$ cat src/rtl/matrix_operand_bank.sv
// Two N x N operand matrices (W, X) loaded serially, then streamed as N outer-product
// steps: step k drives column k of W and row k of X across N parallel lanes.
//
// state  | meaning
// -------+---------------------------------------------------------------
// LOAD   | accepting elements until both matrices hold N*N entries
// FULL   | both matrices loaded, waiting for out_req
// STREAM | presenting steps 0..N-1 to the MAC array under out_ready
module matrix_operand_bank #(
    parameter  int N      = 3,
    parameter  int DATA_W = 4,
    localparam int CNT_W  = $clog2(N * N + 1),
    localparam int STEP_W = (N > 1) ? $clog2(N) : 1
) (
    input  logic                  clk,
    input  logic                  clear_n,
    input  logic                  soft_clear,
    input  logic [DATA_W-1:0]     in_data,
    input  logic                  in_sel,
    input  logic                  in_valid,
    output logic                  in_ready,
    output logic                  load_done,
    output logic                  start,
    input  logic                  out_req,
    output logic                  out_valid,
    input  logic                  out_ready,
    output logic [STEP_W-1:0]     out_step,
    output logic                  out_last,
    output logic [N*DATA_W-1:0]   out_w,
    output logic [N*DATA_W-1:0]   out_x,
    output logic                  ovf_err
);

    typedef enum logic [1:0] {
        S_LOAD   = 2'd0,
        S_FULL   = 2'd1,
        S_STREAM = 2'd2
    } state_t;

    localparam logic [CNT_W-1:0]  FULL_CNT  = CNT_W'(N * N);
    localparam logic [STEP_W-1:0] LAST_STEP = STEP_W'(N - 1);

    logic [DATA_W-1:0] w_mem [N*N];
    logic [DATA_W-1:0] x_mem [N*N];

    state_t            state, state_n;
    logic [CNT_W-1:0]  w_cnt, x_cnt, w_cnt_n, x_cnt_n;
    logic [STEP_W-1:0] step, step_n;
    logic              ovf_q;
    logic              load_done_q;
    logic              clr;
    logic              sel_full;
    logic              accept;
    logic              w_we, x_we;

    assign clr = !clear_n || soft_clear;

    always_comb begin
        state_n  = state;
        step_n   = step;
        w_cnt_n  = w_cnt;
        x_cnt_n  = x_cnt;
        w_we     = 1'b0;
        x_we     = 1'b0;
        sel_full = in_sel ? (x_cnt == FULL_CNT) : (w_cnt == FULL_CNT);
        // in_ready is masked during any clear so nothing appears accepted on a clearing edge
        in_ready = (state == S_LOAD) && !sel_full && !clr;
        accept   = in_valid && in_ready;

        if (accept) begin
            if (in_sel) begin
                x_we    = 1'b1;
                x_cnt_n = x_cnt + CNT_W'(1);
            end else begin
                w_we    = 1'b1;
                w_cnt_n = w_cnt + CNT_W'(1);
            end
        end

        case (state)
            S_LOAD: begin
                if ((w_cnt_n == FULL_CNT) && (x_cnt_n == FULL_CNT))
                    state_n = S_FULL;
            end
            S_FULL: begin
                if (out_req) begin
                    state_n = S_STREAM;
                    step_n  = '0;
                end
            end
            S_STREAM: begin
                if (out_ready) begin
                    if (step == LAST_STEP) begin
                        state_n = S_FULL;
                        step_n  = '0;
                    end else begin
                        step_n = step + STEP_W'(1);
                    end
                end
            end
            default: state_n = S_LOAD;
        endcase
    end

    always_ff @(posedge clk) begin
        if (clr) begin
            state       <= S_LOAD;
            step        <= '0;
            w_cnt       <= '0;
            x_cnt       <= '0;
            ovf_q       <= 1'b0;
            load_done_q <= 1'b0;
        end else begin
            state       <= state_n;
            step        <= step_n;
            w_cnt       <= w_cnt_n;
            x_cnt       <= x_cnt_n;
            load_done_q <= load_done;
            if (in_valid && sel_full)
                ovf_q <= 1'b1;
        end
    end

    always_ff @(posedge clk) begin
        if (clr) begin
            for (int i = 0; i < N * N; i++) begin
                w_mem[i] <= '0;
                x_mem[i] <= '0;
            end
        end else begin
            for (int i = 0; i < N * N; i++) begin
                if (w_we && (w_cnt == CNT_W'(i)))
                    w_mem[i] <= in_data;
                if (x_we && (x_cnt == CNT_W'(i)))
                    x_mem[i] <= in_data;
            end
        end
    end

    assign load_done = (state != S_LOAD);
    // load_done only falls via a clear, so replays never re-trigger start
    assign start     = load_done && !load_done_q;
    assign out_valid = (state == S_STREAM);
    assign out_step  = out_valid ? step : '0;
    assign out_last  = out_valid && (step == LAST_STEP);
    assign ovf_err   = ovf_q;

    // Lane i of W takes W[i][k] (column k); lane j of X takes X[k][j] (row k).
    always_comb begin
        out_w = '0;
        out_x = '0;
        if (out_valid) begin
            for (int s = 0; s < N; s++) begin
                if (step == STEP_W'(s)) begin
                    for (int l = 0; l < N; l++) begin
                        out_w[l*DATA_W +: DATA_W] = w_mem[l*N + s];
                        out_x[l*DATA_W +: DATA_W] = x_mem[s*N + l];
                    end
                end
            end
        end
    end

endmodule
$ cat config.mk
export PLATFORM = sky130hd
export DESIGN_NAME = matrix_operand_bank
export DESIGN_NICKNAME = d
export VERILOG_FILES = /design/src/rtl/matrix_operand_bank.sv
export SDC_FILE = /design/constraint.sdc
export NUM_CORES = 1
export LEC_CHECK = 0
export BUFFER_PORTS_ARGS = -buffer_cell sky130_fd_sc_hd__buf_2
export CORE_MARGIN = 2
export CORE_UTILIZATION = 23
export CTS_CLUSTER_SIZE = 28
export DETAILED_ROUTE_END_ITERATION = 10
export REMOVE_ABC_BUFFERS = 1
export SLEW_MARGIN = 20
export SYNTH_ARGS = -nofsm -noshare
export SYNTH_HDL_FRONTEND = slang
export SYNTH_SLANG_ARGS = --single-unit
$ cat constraint.sdc
create_clock -name clk -period 3.17 [get_ports clk]
set_clock_uncertainty 0.2 [all_clocks]
set_input_delay 0.4755 -clock clk [delete_from_list [all_inputs] [get_ports clk]]
set_output_delay 0.4755 -clock clk [all_outputs]
set_load 0.005 [all_outputs]
== Word-level counts from Yosys, hierarchy flattened ==
Memories as Yosys holds them, arrays and structs flattened.
Index checks and enable logic that the tools add are counted.

* Input bits: 11
* Register bits after elaboration: 14
* Bits in latches: 0
* RAM bits: 72
* Memories kept: 2
* Word-level logic and storage cells: 196
* Output and inout bits: 32
* Bits in read-only memories: 0

{| class="wikitable"
|+ Memory list
! memory !! depth !! width !! read ports !! clocked after memory_dff !! wr ports !! RTL line !! source
|-
| w_mem || 9 || 4 || 9 || 0 || 9 || 43 || <nowiki>logic [DATA_W-1:0] w_mem [N*N];</nowiki>
|-
| x_mem || 9 || 4 || 9 || 0 || 9 || 44 || <nowiki>logic [DATA_W-1:0] x_mem [N*N];</nowiki>
|}

* Multipliers: 0
* Div/mod/pow operators: 0
* $add $sub $neg: 3
* Shift-type cells: 0
* Reductions and logical operators: 38
* Multiplexer cells: 101
* Equal/unequal tests: 28
* $lt $le $gt $ge: 0
* Bitwise logic cells: 18

{| class="wikitable"
|+ Operator list
! cell !! number
|-
| $mux 12 || 8
|-
| $mux 4 || 22
|-
| $mux 1 || 61
|-
| $eq 4x3->1 const B || 8
|-
| $logic_and 1x1->1 || 25
|-
| $eq 4x4->1 const B || 6
|-
| $or 1x1->1 || 18
|-
| $eq 4x2->1 const B || 4
|-
| $mux 2 || 8
|-
| $add 4x1->4 const B || 2
|-
| $eq 4x1->1 const B || 2
|-
| $logic_not 4->1 || 2
|-
| $ne 2x1->1 const B || 3
|-
| $pmux 2 s3 || 1
|-
| $eq 2x1->1 const B || 2
|-
| $eq 2x2->1 const B || 2
|-
| $logic_not 1->1 || 4
|-
| $logic_not 2->1 || 2
|-
| $pmux 2 s2 || 1
|-
| $reduce_and 4->1 || 1
|-
| $reduce_bool 2->1 || 2
|-
| $reduce_and 3->1 || 1
|-
| $add 2x1->2 const B || 1
|-
| $ne 2x2->1 const B || 1
|-
| $logic_or 1x1->1 || 1
|}

== Logic depth before layout (Yosys ltp) ==
* Depth after elaboration: 12
* Mapped depth: 8

== Worst setup path before layout ==
Ideal clock, no wire load.

* Kind: reg2reg
* From: register w_cnt[0]
* To: memory w_mem[0][0], data pin
* Library setup time: 277 ps
* Buffers on the path: 0
* Data arrival time: 1605 ps
* Stages on the path, launching flop included: 7
* Path slack: 1088 ps
* Clock period less this slack: 2082 ps
* Cells stage by stage: dfxtp_1 -> inv_1 -> ha_1 -> a2111oi_0 -> o32a_1 -> nor2_1 -> and2_1

{| class="wikitable"
|+ RTL lines
! what !! RTL line !! source
|-
| start: declaration || 47 || <nowiki>logic [CNT_W-1:0] w_cnt, x_cnt, w_cnt_n, x_cnt_n;</nowiki>
|-
| start signal: assignment || 116 || <nowiki>w_cnt <= w_cnt_n;</nowiki>
|-
| end: declaration || 43 ||
|}

== Worst setup path in the final report ==
* From: register step[1]
* To: output out_w[6]

* Longest elaborated chain between the ends: 5
* Elaborated cells between the ends (all ways): 7
* Classes of those cells: eq/ne (2); mux (4); reduce/logical (1)

{| class="wikitable"
|+ RTL lines
! what !! RTL line !! source
|-
| start: declaration || 48 || <nowiki>logic [STEP_W-1:0] step, step_n;</nowiki>
|-
| start signal: assignment || 115 || <nowiki>step <= step_n;</nowiki>
|-
| $logic_not 2->1 || 154 || <nowiki>if (step == STEP_W'(s)) begin</nowiki>
|-
| $mux 12 (2 in series) || 154 ||
|-
| $mux 12 (*) || 154 ||
|-
| $mux 12 (*) || 152 || <nowiki>if (out_valid) begin</nowiki>
|-
| end: declaration || 29 || <nowiki>output logic [N*DATA_W-1:0] out_w,</nowiki>
|}

Mark *: on every way between the ends. The rest lies on a longest branch, timed or not.

==> impl_results.md <==
* Status: complete, no violations
* Worst Tran Pin Value at approximately 0.58 ns
* Mapped cell area at 0.00401 mm²
* Total die area at 0.0185 mm²
* Crit path DAT at 1.85 ns
* Critical path's top delay family: buffers and inverters
* Drc violations at 0
* EDFF count, synth at 72
* Via density at 4.22
* Top Ports at 43
* Routed WL at ~8700 µm
* Avg Synthesized Cell Area at 11.4 µm²
* CP Launch Type: flip-flop
* Critical-path cell list: buf_4 > nor2b_1 > buf_4 > a21oi_1 > nor2_1 > buf_2
* Placement row count at 48
* Global-route wire length before repair at 14100 µm
* DIE HEIGHT at 136 µm
* Slew headroom at 0.614
* Tmin final at 2.52 ns
* Clock latency on the worst-skew pair at 0.34 ns
* # nets final at just over 400
* Synth Flop Type: edfxtp_1
* Root buffer cell: clkbuf_16
* Data required, critical path at 2.49 ns
* Total grt overflow at 0
* Core area at 0.0172 mm²
* Most frequent cell after synthesis: edfxtp_1
* Cell Pwr Density at 502 mW/mm²
* Synth top area share at 0.539
* Total number of vias at 2615
* Largest cells by area after synthesis: edfxtp_1 54%, dfxtp_1 7.0%, mux2i_1 6.5%
* DRT Pass-1 Iters at 4
* Sink Count at 86
* RSZ-0062 raised after global routing: false
* Multi-input combinational cell area at 0.00145 mm²
* Post-route cell area at around 0.0047 mm²
* Layout cells sized above 1 at 0.180
* Per-cell routed wire length at 14.1 µm
* Pin count of the biggest net entering global routing at 31
* Post-synth ARST share at 0
* CTS tree: done
* GR Util All Layers at 0.101
* CP max FO at 30
* Total power at approximately 0.0024 W
* Register area share after synthesis at 0.609
* Setup TNS at 0 ns
* Worst Setup End Kind: output port
* Register area at around 0.0024 mm²
* Critical Path Most Common Cell: buf_4
* Area leader, netlist: edfxtp_1
* WP buf/inv at 3
* Commonest cells post-synth: 72 x edfxtp_1, 66 x nor2_1, 42 x nand2_1
* VDD IR max at approximately 260 µV
* ANT cells at 0
* Final period utilization at 0.796
* CP peak stage delay at 0.41 ns
* Leak Pwr at 1.79 nW
* Final Hold Fails at 0
* Clock Path Buffers at 2
* Fill cells at between 1.5k and 2k
* Synth-to-layout area growth at 17.8%
* # Post-CTS Setup Buffers at 0
* Reg clk slew, reported paths at 0.06 ns
* Slowest CP cell: buf_4
* Number of buffers created by CTS at 9
* HP Class: in2reg
* Crit Path Category: reg2out
* Synthesized flop and latch total at between 80 and 90
* Cells after Synth at 353
* Gates resized, CTS repair at 0
* 1st-iter DRT viols at 129
* DP HPWL at 6150 µm
* Initial antenna violation count at 0
* FMAX at 397 MHz
* Vias in the first global route at between 2k and 3k
* Chip width at 136 µm
* Final setup fails at 0
* Max cap viols at 0
* Placed Area at ~0.0044 mm²
* Detail Route Antenna Nets at 0
* Slew Viols, Final at 0
* Hold Buf Count CTS at 0
* Warnings, synthesis at 0
* Distinct cells, synth at 43
* Starting Density at 0.233
* Gp weighted congestion at 0.819
* Input/output buffers at 42
* H-Tree Depth at 3
-- flip-flops by register name (all words and copies together), names as in the netlist --
register     count
w_cnt            4
x_mem           36
step             2
x_cnt            4
load_done_q      1
state            2
ovf_err          1
w_mem           36
-- kinds of logic after synthesis --
| kind of cell | count (synthesis) | synth area share |
|---|---|---|
| AND/OR/NAND/NOR | 154 | 0.190 |
| XOR/XNOR | 4 | 0.00874 |
| adder cells (fa/ha/maj) | 8 | 0.0250 |
| multiplexers | 26 | 0.0649 |
| AO/OA/AOI/OAI | 48 | 0.0718 |
| buffers and inverters | 27 | 0.0300 |
| flip-flops | 86 | 0.609 |
-- stage by stage --
stage	util	hold slack, ns	cells	setup slack (ns)
2_1_floorplan	-	0.260	333	0.528
3_3_place_gp	0.259	0.249	605	0.743
3_5_place_dp	0.259	0.286	605	0.706
4_1_cts	0.275	0.239	619	0.578
5_1_grt	0.275	0.254	619	0.459
6_report	0.275	0.256	619	0.648
-- metal layers --
layer  GRT usage  part of all wire  vias to the layer above
li1            -                 -                     1307
met5           0                 0                        -
met3      0.0313             0.069                       14
met1       0.131              0.47                     1226
met4      0.0515             0.023                        0
met2       0.150              0.44                       68
-- cell usage in the layout, fill, tap and decap left out, types with 5 or more instances in the layout --
cell and n:
edfxtp_1 72, nor2_1 66, nand2_1 42, buf_2 42, a21oi_1 32, mux2i_1 26, dfxtp_1 14, and2_1 11
clkbuf_16 9, ha_1 8, inv_1 7, nor3_1 6, nand3_1 5, o21ai_0 5, buf_4 5
-- cell type report --
class | count | share of cell area
Tap cell | 225 | 0.0596
Inverter | 7 | 0.00556
Timing Repair Buffer | 47 | 0.0525
Sequential cell | 86 | 0.517
Multi-Input combinational cell | 240 | 0.306
Clock inverter | 4 | 0.0106
Clock buffer | 10 | 0.0485
-- where the power goes --
part	leakage, nW	internal, W	switching, W
Sequential	0.914	0.00127	0.0000151
Clock	0.130	0.000599	0.000398
Combinational	0.741	0.0000274	0.0000582
Total	1.79	0.00190	0.000471
-- worst paths after layout --
kind                  endpoint  cells past startpoint       from  slack, ns
hold / removal         step[0]                      3  out_ready       0.26
hold reg to reg        ovf_err                      2    ovf_err       0.29
setup reg to reg  w_mem[0][29]                      6   w_cnt[0]       0.70
setup / recovery      out_w[6]                      6    step[1]       0.65
-- tightest hold or removal path: cells and delay by family --
family,cells,cell delay [ns]
buffers and inverters,1,0.11
and+or+nand+nor,1,0.09
AOI/OAI and AO/OA,1,0.08
(Power assumes the default switching activity.)
